**config.mk**
```make
export PLATFORM = sky130hd
export DESIGN_NAME = cc_io_ctrl
export DESIGN_NICKNAME = d
export VERILOG_FILES = /design/src/rtl/cc_io_ctrl.sv
export SDC_FILE = /design/constraint.sdc
export NUM_CORES = 1
export LEC_CHECK = 0
export BUFFER_PORTS_ARGS = -buffer_cell sky130_fd_sc_hd__buf_2
export CAP_MARGIN = 25
export CORE_MARGIN = 5
export CORE_UTILIZATION = 40
export CTS_BUF_LIST = sky130_fd_sc_hd__clkbuf_4 sky130_fd_sc_hd__clkbuf_8 sky130_fd_sc_hd__clkbuf_16
export CTS_CLUSTER_DIAMETER = 120
export DETAILED_ROUTE_END_ITERATION = 12
export HOLD_SLACK_MARGIN = 0.02
export PLACE_DENSITY = 0.58
export SETUP_SLACK_MARGIN = 0.5
export SYNTH_ARGS = -nofsm -noshare
export SYNTH_HDL_FRONTEND = slang
export SYNTH_SLANG_ARGS = --single-unit
```
**constraint.sdc**
```tcl
create_clock -name clk -period 7.22 [get_ports clk]
set_input_delay 0.361 -clock clk [delete_from_list [all_inputs] [get_ports clk]]
set_output_delay 0.361 -clock clk [all_outputs]
set_load 0.01 [all_outputs]
```
**src/rtl/cc_io_ctrl.sv**
```systemverilog
`timescale 1ns/1ps
// cc_io_ctrl: receive-side I/O controller for the Candy Crush core.
// Captures the board, the special-candy records and the actions from the
// stimulus stream. It then hands them to the core with a start/done
// handshake and returns the score as a one-cycle strobe.
module cc_io_ctrl #(
  parameter int N_CELLS = 36,
  parameter int N_SPEC  = 4,
  parameter int N_ACT   = 10,
  parameter int SCORE_W = 7
) (
  input  logic               clk,
  input  logic               rst_n,
  input  logic               in_valid_1,
  input  logic               in_valid_2,
  input  logic [2:0]         in_color,
  input  logic               in_stripe,
  input  logic [1:0]         in_action,
  input  logic [5:0]         in_starting_pos,
  output logic               out_valid,
  output logic [SCORE_W-1:0] out_score,
  output logic               core_start,
  input  logic               core_done,
  input  logic [SCORE_W-1:0] core_score,
  input  logic [5:0]         board_raddr,
  output logic [2:0]         board_rdata,
  input  logic [1:0]         spec_raddr,
  output logic [9:0]         spec_rdata,
  input  logic [3:0]         act_raddr,
  output logic [7:0]         act_rdata,
  output logic               proto_err
);

  typedef enum logic [2:0] {
    IDLE  = 3'd0,
    LOAD1 = 3'd1,
    GAP   = 3'd2,
    LOAD2 = 3'd3,
    START = 3'd4,
    WAIT  = 3'd5,
    OUT   = 3'd6
  } state_t;

  // Counter values marking a complete board, the end of the special-record
  // beats and a complete action list.
  localparam logic [5:0] BOARD_FULL = 6'(N_CELLS);
  localparam logic [5:0] SPEC_FULL  = 6'(N_SPEC);
  localparam logic [5:0] ACT_FULL   = 6'(N_ACT);

  state_t             r_state;
  state_t             w_stateNext;
  logic [5:0]         r_cnt;
  logic [5:0]         w_cntNext;
  logic               r_protoErr;
  logic               w_errSet;
  logic               w_errClr;
  logic [SCORE_W-1:0] r_score;
  logic               w_scoreWe;
  logic               w_boardWe;
  logic               w_specWe;
  logic               w_actWe;
  logic [5:0]         w_wrIdx;

  logic [2:0] r_board [N_CELLS];
  logic [9:0] r_spec  [N_SPEC];
  logic [7:0] r_act   [N_ACT];

  // Next state, storage write enables, beat counting and error detection.
  // The beat that moves IDLE->LOAD1 or GAP->LOAD2 is itself stored as beat 0.
  always_comb begin
    w_stateNext = r_state;
    w_cntNext   = r_cnt;
    w_wrIdx     = r_cnt;
    w_boardWe   = 1'b0;
    w_specWe    = 1'b0;
    w_actWe     = 1'b0;
    w_errSet    = 1'b0;
    w_errClr    = 1'b0;
    w_scoreWe   = 1'b0;
    case (r_state)
      IDLE: begin
        if (in_valid_1) begin
          w_wrIdx     = 6'd0;
          w_boardWe   = 1'b1;
          w_specWe    = 1'b1;
          w_cntNext   = 6'd1;
          w_errClr    = 1'b1;
          w_errSet    = in_valid_2;
          w_stateNext = LOAD1;
        end
      end
      LOAD1: begin
        if (in_valid_1) begin
          w_errSet = in_valid_2;
          if (r_cnt < BOARD_FULL) begin
            w_boardWe = 1'b1;
            w_specWe  = (r_cnt < SPEC_FULL);
            w_cntNext = r_cnt + 6'd1;
          end else begin
            w_errSet = 1'b1;
          end
        end else begin
          w_errSet    = (r_cnt != BOARD_FULL);
          w_stateNext = GAP;
        end
      end
      GAP: begin
        w_errSet = in_valid_1;
        if (in_valid_2) begin
          w_wrIdx     = 6'd0;
          w_actWe     = 1'b1;
          w_cntNext   = 6'd1;
          w_stateNext = LOAD2;
        end
      end
      LOAD2: begin
        w_errSet = in_valid_1;
        if (in_valid_2) begin
          if (r_cnt < ACT_FULL) begin
            w_actWe   = 1'b1;
            w_cntNext = r_cnt + 6'd1;
          end else begin
            w_errSet = 1'b1;
          end
        end else begin
          if (r_cnt != ACT_FULL) begin
            w_errSet = 1'b1;
          end
          w_stateNext = START;
        end
      end
      START: begin
        w_errSet    = in_valid_1 | in_valid_2;
        w_stateNext = WAIT;
      end
      WAIT: begin
        w_errSet = in_valid_1 | in_valid_2;
        if (core_done) begin
          w_scoreWe   = 1'b1;
          w_stateNext = OUT;
        end
      end
      OUT: begin
        w_errSet    = in_valid_1 | in_valid_2;
        w_stateNext = IDLE;
      end
      default: begin
        w_stateNext = IDLE;
      end
    endcase
  end

  // State register.
  always_ff @(posedge clk or negedge rst_n) begin
    if (!rst_n) begin
      r_state <= IDLE;
    end else begin
      r_state <= w_stateNext;
    end
  end

  // Beat counter, sticky protocol error (a set wins over the clear on LOAD1 entry) and captured score.
  always_ff @(posedge clk or negedge rst_n) begin
    if (!rst_n) begin
      r_cnt      <= 6'd0;
      r_protoErr <= 1'b0;
      r_score    <= '0;
    end else begin
      r_cnt      <= w_cntNext;
      r_protoErr <= w_errSet | (r_protoErr & ~w_errClr);
      if (w_scoreWe) begin
        r_score <= core_score;
      end
    end
  end

  // Board, special-record and action storage. It has no reset because the contents are meaningless until loaded.
  always_ff @(posedge clk) begin
    if (w_boardWe) begin
      r_board[w_wrIdx] <= in_color;
    end
    if (w_specWe) begin
      r_spec[w_wrIdx[1:0]] <= {in_stripe, in_color, in_starting_pos};
    end
    if (w_actWe) begin
      r_act[w_wrIdx[3:0]] <= {in_action, in_starting_pos};
    end
  end

  assign core_start  = (r_state == START);
  assign out_valid   = (r_state == OUT);
  assign out_score   = out_valid ? r_score : '0;
  assign proto_err   = r_protoErr;
  assign board_rdata = (board_raddr < 6'(N_CELLS)) ? r_board[board_raddr] : 3'd0;
  assign spec_rdata  = r_spec[spec_raddr];
  assign act_rdata   = (act_raddr < 4'(N_ACT)) ? r_act[act_raddr] : 8'd0;

endmodule
```
Yosys cells after proc, flatten, opt, wreduce, memory -nomap -nowiden:

Memory sizes are Yosys's and may differ from the RTL's.
Index checks and enable logic that the tools add are counted.

* bits in registers: 17
* RAM bits: 228
* input port bits: 36
* output and inout bits: 31
* logic and storage cells: 85
* memories: 3

* add/subtract/negate cells: 1
* magnitude comparators: 5
* eq/ne operators: 17
* multiplexer cells: 46
* bitwise logic cells: 4
* reductions and logical operators: 5

Memory list
* r_board: depth 36, bits a word 3, rd ports 1, clocked after Yosys merged registers in 0, write ports 1, RTL line 64 `logic [2:0] r_board [N_CELLS];`
* r_act: depth 10, bits a word 8, rd ports 1, clocked after Yosys merged registers in 0, write ports 1, RTL line 66 `logic [7:0] r_act [N_ACT];`
* r_spec: depth 4, bits a word 10, rd ports 1, clocked after Yosys merged registers in 0, write ports 1, RTL line 65 `logic [9:0] r_spec [N_SPEC];`

Operator list (number)
* two-way mux 6 bit: 8
* one-hot mux 6 bit (4 select lines): 1
* two-way mux 1 bit: 23
* two-way mux 3 bit: 6
* != test 2 bit, second input constant: 9
* one-hot mux 3 bit (6 select lines): 1
* < comparator 6 bit, second input constant: 2
* one-hot mux 6 bit (2 select lines): 1
* equality test 3 bit, second input constant: 3
* two-way mux 8 bit: 1
* two-way mux 7 bit: 1
* AND reduction 7 bit: 1
* adder 6 x 1 -> 6 bit, second input constant: 1
* equality test 3 x 2 -> 1 bit, second input constant: 2
* < comparator 6 x 3 -> 1 bit, second input constant: 1
* < comparator 6 x 4 -> 1 bit, second input constant: 1
* != test 6 x 4 -> 1 bit, second input constant: 1
* != test 6 bit, second input constant: 1
* one-hot mux 1 bit (2 select lines): 3
* one-hot mux 1 bit (5 select lines): 1
* AND reduction 5 bit: 1
* < comparator 4 bit, second input constant: 1
* nonzero test 4 bit: 1
* equality test 3 x 1 -> 1 bit, second input constant: 1
* other kinds (5): 6

Longest topological paths before layout:

Gate-level depths: netlist of run 1.

* depth after elaboration: 6
* gate-level depth with buffers: 8
* mapped depth without buffers: 6

Worst setup path after synthesis of run 1:

Ideal clock, no wire load.

* path type: register to register
* start point: register r_state[1]
* end point: memory r_spec[2][0] (enable)
* setup time: 0.376 ns
* data arrival time: 1.917 ns
* required time: 6.844 ns
* setup slack: 4.927 ns
* stages on the path, launching flop included: 9
* buffers on the path: 3
* period minus slack after synthesis: 2.293 ns
* cells stage by stage: dfrtp_1 -> buf_4 -> mux2i_1 -> or2_2 -> buf_4 -> nor2_4 -> nor2_1 -> clkbuf_1 -> nor2_1

* cells in the longest elaborated chain, start to end: 4
* elaborated cells between the ends (all ways): 7
* those cells by class: 2 x eq/ne; 4 x mux; 1 x reduce/logical

Ends and longest elaborated chain
* start: declaration: RTL line 50 `state_t r_state;`
* start signal: assignment: RTL line 158 `r_state <= w_stateNext;`
* equality test 3 x 1 -> 1 bit / zero test 3 bit (equally long branches): RTL line 80 `case (r_state)`
* one-hot mux 1 bit (2 select lines): RTL line 80
* two-way mux 1 bit: RTL line 182 `if (w_specWe) begin`
* two-way mux 1 bit (not written as such): RTL line 183 `r_spec[w_wrIdx[1:0]] <= {in_stripe, in_color, in_starting_pos};`
* end: declaration: RTL line 65

Several ways; a longest one is shown, not always the timed one.

Worst setup path after layout of run 1:

* start point: register r_state[0]
* end point: memory r_spec[3][5] (enable)

The elaborated chain is that of the path after synthesis.

==> flow_summary.ini, run 1 <==
[synth]
ys.flop_type = edfxtp_1
syn-instance-count = 605
synth-seq-area-share_pct = 71.7
syn-cell-area_um2 = 10100
avgSynthCellArea_um2 = 16.8
synth_cell_type_count = 47
async_flop_share_pct = 6.94
synth_edf_count = 228
yosys_warnings = 0
ys_ff_latch = 245
syn-num-nets = 643

[worst_setup_path]
cpPeakStageDelay_ps = 790
crit_path_top_delay_cell = nor2_1
crit_required_ps = 7340
path_class = flop to flop
end_kind = flop
arrival_ps = 3090
start_kind = flop
cp_num_buf_inv = 0
crit_path_max_fanout = 18
cp_top_family = simple AND/OR/NAND/NOR gates
cp_cell_sequence = nand2b_1, nor4_2, nand3_1, nor2_1

[power_and_ir_drop]
power_frac_comb_pct = 13.1
intPower_w = 0.00254
power.density_nw_per_um2 = 295
power_leakage_nw = 3.85
clkPwrFrac_pct = 35.4
p_sw_w = 0.000870
switching_share_pct = 25.5
ir_drop_mv = 0.189
seq_power_share_pct = 51.5

[detailed_routing]
viasPerCell = 5.47
remaining_drc_errors = 0
first_pass_iters = 5
postRouteAntennaNets = 0
post_drt_wl_per_cell_um = 20.8
drtIter0Drc = 390
wirelength_um = 21000
num_vias = 5523

[die]
rows = 58
fp.dieW_um = 169
die_h_um = 169
start_util_pct = 40.5
dieArea_um2 = 28600
core_um2 = 25000
ios = 67

[grt]
first_global_vias = 5734
antenna_found_initial = 0
grt_max_degree = 41
grt_overflow = 0
grt_usage_pct = 14.5
grt_pass1_wl_um = 32600

[placement]
place_congestion = 0.816
hpwl_um = 13700
port_buffers = 66
placed_area_um2 = 10700

[clock_tree]
clk_pin_slew_ps = 60
clk_latency_ps = 510
max-clock-path-buffers = 3
cts_made_buffers = 25
cts_resized = 0
htree_levels = 1
cts_root_buffer = clkbuf_16
cts.sinks = 245
cts_tree = built

[sta]
tightest_slew_ps = 993
finClkSkew_ps = 8.75
setup_viol = 0
fin_setup_tns_ps = 0
slew_viol_final = 0
final_hold_viol_count = 0
timing.slew.headroom_pct = 33.6
finalCritPeriodShare_pct = 41.1
rsz0062_at_grt = no
max_freq_ghz = 0.337
fin_hold_ws_ps = 79.7
finalCriticalPeriod_ps = 2970

[final_layout]
layout-drive-gt1-share_pct = 25.4
final_cell_area_um2 = 11500
layout_common_cells = edfxtp_1, nor2_1, buf_2, mux4_2, nand3_1
fin_nets = 703
final_common_cell = edfxtp_1
diodes = 0
area_delta_synth_final_pct = 13.8

[hold_path]
hp-class = primary input to flop

[status]
status = complete, no violations

[job]
cap_violations = 0
-- worst paths after layout --
kind	from	to	slack, ps	depth (start not counted)
max in group asynchronous	rst_n	r_score[5]$_DFFE_PN0P_	6580	2
min in group asynchronous	rst_n	r_cnt[3]$_DFFE_PN0P_	330	2
setup / recovery	r_state[0]$_DFFE_PN0P_	r_spec[3][5]$_DFFE_PP_	4250	4
hold / removal	in_stripe	r_spec[1][9]$_DFFE_PP_	80	1
setup reg to reg	r_state[0]$_DFFE_PN0P_	r_spec[3][5]$_DFFE_PP_	4250	4
hold reg to reg	r_score[1]$_DFFE_PN0P_	r_score[1]$_DFFE_PN0P_	500	1
-- cells in the mapped netlist (all sizes together) (2+ instances only) --
cell type | number | area (um2)
nand4b | 4 | 35.0
nor3b | 2 | 15.0
and3 | 2 | 12.5
nand4 | 8 | 50.1
nand2b | 6 | 37.5
inv | 9 | 33.8
o211ai | 3 | 22.5
a22oi | 2 | 15.0
nand2 | 19 | 71.3
and2 | 7 | 43.8
ha | 2 | 25.0
mux2 | 10 | 113
a21oi | 15 | 78.8
nand3b | 3 | 22.5
nor2b | 6 | 37.5
mux4 | 50 | 1130
mux2i | 17 | 170
nor2 | 70 | 270
a211o | 2 | 17.5
nand3 | 27 | 135
dfrtp | 17 | 425
o32a | 2 | 20.0
o21ai | 15 | 75.1
clkbuf | 19 | 71.3
or3 | 3 | 18.8
o22ai | 4 | 25.0
nor3 | 17 | 85.1
buf | 21 | 114
or4 | 3 | 22.5
edfxtp | 228 | 6850
-- worst reg2reg max path, delay by kind of cell (launching register included) --
| kind | cells | cell delay [ps] |
|---|---|---|
| flip-flops | 1 | 740 |
| AND/OR/NAND/NOR | 4 | 1840 |
-- registers in the layout, indices dropped and copies added (netlist names) --
register and cells:
r_board 108, r_act 80, r_spec 40, r_score 7, r_cnt 6, r_state 3
proto_err 1
-- layout make-up --
type	count	area, um2
flip-flops and latches	245	7270
well taps	330	413
repair buffers	73	398
clock buffers	29	656
fillers	2165	13500
clock inverters	13	110
multi-input cells	311	2660
inverters	9	33.8
-- metal layers --
metal / track usage, % / vias to the layer above / wire, um
met5: 0 / - / 0
met4: 3.68 / 0 / 478
met3: 2.21 / 37 / 1190
met2: 24.7 / 188 / 10400
met1: 19.6 / 2802 / 8890
li1: - / 2496 / -
-- stage by stage --
step	total power (W)	worst slack, ps	utilization (%)	instances
floorplan	0.00208	4930	-	605
global placement	0.00221	4290	42.8	962
detailed placement	0.00223	4230	42.9	965
CTS	0.00344	4210	46.0	1008
global route	0.00355	4020	46.1	1010
finish	0.00341	4250	46.1	1010
-- power by group through the flow --
stage | logic [W] | clock network, W | registers (W)
5_1_grt | 0.000493 | 0.00129 | 0.00177
2_1_floorplan | 0.000372 | 0 | 0.00171
3_3_place_gp | 0.000434 | 0 | 0.00177
6_report | 0.000446 | 0.00121 | 0.00175
3_5_place_dp | 0.000449 | 0 | 0.00178
4_1_cts | 0.000451 | 0.00124 | 0.00175
-- cells by family after synthesis --
family | share of synthesized area (%)
AND/OR/NAND/NOR | 8.64
adder cells (fa/ha/maj) | 0.247
multiplexers | 13.9
AO/OA/AOI/OAI | 3.33
buffers and inverters | 2.16
flip-flops | 71.7
-- repair_timing --
item / in CTS / in global routing
endpoints found under the hold margin: 17 / 0
hold buffers: 1 / 0
setup buffers: 0 / 0
Note: power is estimated with default switching activity, not from simulation.
==> inputs of run 2 (changes only) <==
Settings changed: ABC_AREA set to 1, PLACE_DENSITY 0.58 to 0.57.
Clock period 7.22 ns to 2.9 ns, I/O delays scaled along.
==> flow_summary.ini, run 2 <==
[final_layout]
final_cell_area_um2 = 12200
final_common_cell = edfxtp_1
diodes = 0
largest_register_ffs = 108
area_delta_synth_final_pct = 16.2
fin_nets = 1088
layout-drive-gt1-share_pct = 14.7
largest-register = r_board
layout_common_cells = edfxtp_1, nand2_1, nor2_1, nand3_1, inv_1

[sta]
fin_ws_ps = 593
finClkSkew_ps = 22.6
tightest_slew_ps = 836
fin_setup_tns_ps = 0
fin_hold_ws_ps = 29.7
finalCriticalPeriod_ps = 2310
timing.slew.headroom_pct = 44.3
max_freq_ghz = 0.433
rsz0062_at_grt = yes
setup_viol = 0
final_hold_viol_count = 0
slew_viol_final = 0
finalCritPeriodShare_pct = 79.6

[clock_tree]
cts.sinks = 245
htree_levels = 1
clk_latency_ps = 530
cts_root_buffer = clkbuf_16
clk_pin_slew_ps = 60
max-clock-path-buffers = 3
cts_tree = built
cts_setup_buffers = 0
cts_made_buffers = 26

[synth]
synth.most_common_cell = edfxtp_1
ys_top_cells_by_area = edfxtp_1, nand2_1, nor2_1
yosysTopAreaCell = edfxtp_1
netlist_top_cells_count = edfxtp_1, nand2_1, nor2_1
ys_ff_latch = 245
synth-seq-area-share_pct = 69.0
syn-instance-count = 964
synth_edf_count = 228
avgSynthCellArea_um2 = 10.9
synth_top_area_share_pct = 65.0
syn-cell-area_um2 = 10500
synth_cell_type_count = 33
yosys_warnings = 0
syn-num-nets = 1002
async_flop_share_pct = 6.94
ys.flop_type = edfxtp_1

[hold_path]
hp-class = primary input to flop

[placement]
hpwl_um = 15900
placed_area_um2 = 11200
place_congestion = 0.796
place_ws_ps = 387
port_buffers = 66

[detailed_routing]
num_vias = 7198
wirelength_um = 24600
first_pass_iters = 5
postRouteAntennaNets = 0
drtIter0Drc = 579
remaining_drc_errors = 0
viasPerCell = 5.12
post_drt_wl_per_cell_um = 17.5

[worst_setup_path]
crit_required_ps = 3080
crit_path_max_fanout = 13
end_kind = flop
start_kind = flop
path_class = flop to flop
reg2reg_slack_ps = 590
arrival_ps = 2480

[die]
dieArea_um2 = 29700
start_util_pct = 40.5
ios = 67
rows = 59
fp.dieW_um = 172
die_h_um = 172
core_um2 = 26000

[power_and_ir_drop]
power.density_nw_per_um2 = 722
power_leakage_nw = 4.61
ir_drop_mv = 0.413

[grt]
first_global_vias = 6983
antenna_found_initial = 0
grt_overflow = 0
grt_usage_pct = 16.5
grt_pass1_wl_um = 38600
grt_max_degree = 57

[status]
status = complete, no violations

[job]
cap_violations = 0
run 2: cell count changes after synthesis, sizes merged, moves of 9 or more:
| cell | delta |
|---|---|
| mux2i | -17 |
| inv | +72 |
| nor2 | +84 |
| nand3 | +58 |
| a21oi | +22 |
| mux2 | -10 |
| nand4 | +9 |
| o21ai | +59 |
| nand2 | +166 |
| mux4 | -50 |
run 2: worst paths after layout:
path | cells past startpoint | end | start
worst max-delay path | 9 | r_board[27][1]$_DFFE_PP_ | r_state[0]$_DFFE_PN0P_
worst min-delay path | 1 | r_spec[2][4]$_DFFE_PP_ | in_starting_pos[4]
worst max register to register | 9 | r_board[27][1]$_DFFE_PP_ | r_state[0]$_DFFE_PN0P_
worst min register to register | 2 | r_score[3]$_DFFE_PN0P_ | r_score[3]$_DFFE_PN0P_
max in group asynchronous | 2 | r_state[2]$_DFFE_PN0P_ | rst_n
min in group asynchronous | 2 | r_state[0]$_DFFE_PN0P_ | rst_n
run 2: per-stage QoR:
stage | cells | total power, W | util (%)
finish | 1405 | 0.00883 | 47.1
global route | 1405 | 0.00924 | 47.1
CTS | 1405 | 0.00889 | 47.0
detailed placement | 1340 | 0.00572 | 43.2
global placement | 1340 | 0.00571 | 43.2
floorplan | 964 | 0.00527 | -
run 2: layout make-up:
| cell class | count | area [um2] |
|---|---|---|
| sequential | 245 | 7270 |
| clock inverter | 15 | 114 |
| fill | 2422 | 13700 |
| timing repair buffer | 101 | 636 |
| inverter | 83 | 312 |
| tap | 335 | 419 |
| multi-input combinational | 593 | 2780 |
| clock buffer | 33 | 703 |
run 2: logic make-up after synthesis:
logic type      count (synthesis)  synth area share (%)
flops                         245                  69.0
compound gates                136                  7.09
xor+xnor                        4                 0.333
simple gates                  451                  18.5
buf+inv                       126                  4.80
fa+ha+maj                       2                 0.237
run 2: per-layer routing:
metal	GRT usage [%]	up-vias	wire [um]
met2	25.5	164	11000
li1	-	3503	-
met4	3.59	0	369
met1	24.8	3499	12100
met3	2.70	32	1230
met5	0	-	0
run 2: timing repair:
action,CTS,global route
gates cloned,0,0
hold endpoints to repair,85,0
gates resized for setup,3,5
endpoints found under the setup margin,61,77
hold buffers,17,0
run 2: worst max-delay path: stages (launching register included):
cell	delay, ps
dfrtp_2	490
inv_1	170
nand2_1	90
nor2_2	140
nor2_4	80
nand2_4	160
nand2_1	150
inv_1	110
nand3_1	190
nor3_1	370
run 2: power breakdown:
part | internal [W] | switching [W]
sequential | 0.00414 | 0.000145
clock | 0.00181 | 0.00134
combinational | 0.000393 | 0.00101
total | 0.00635 | 0.00249
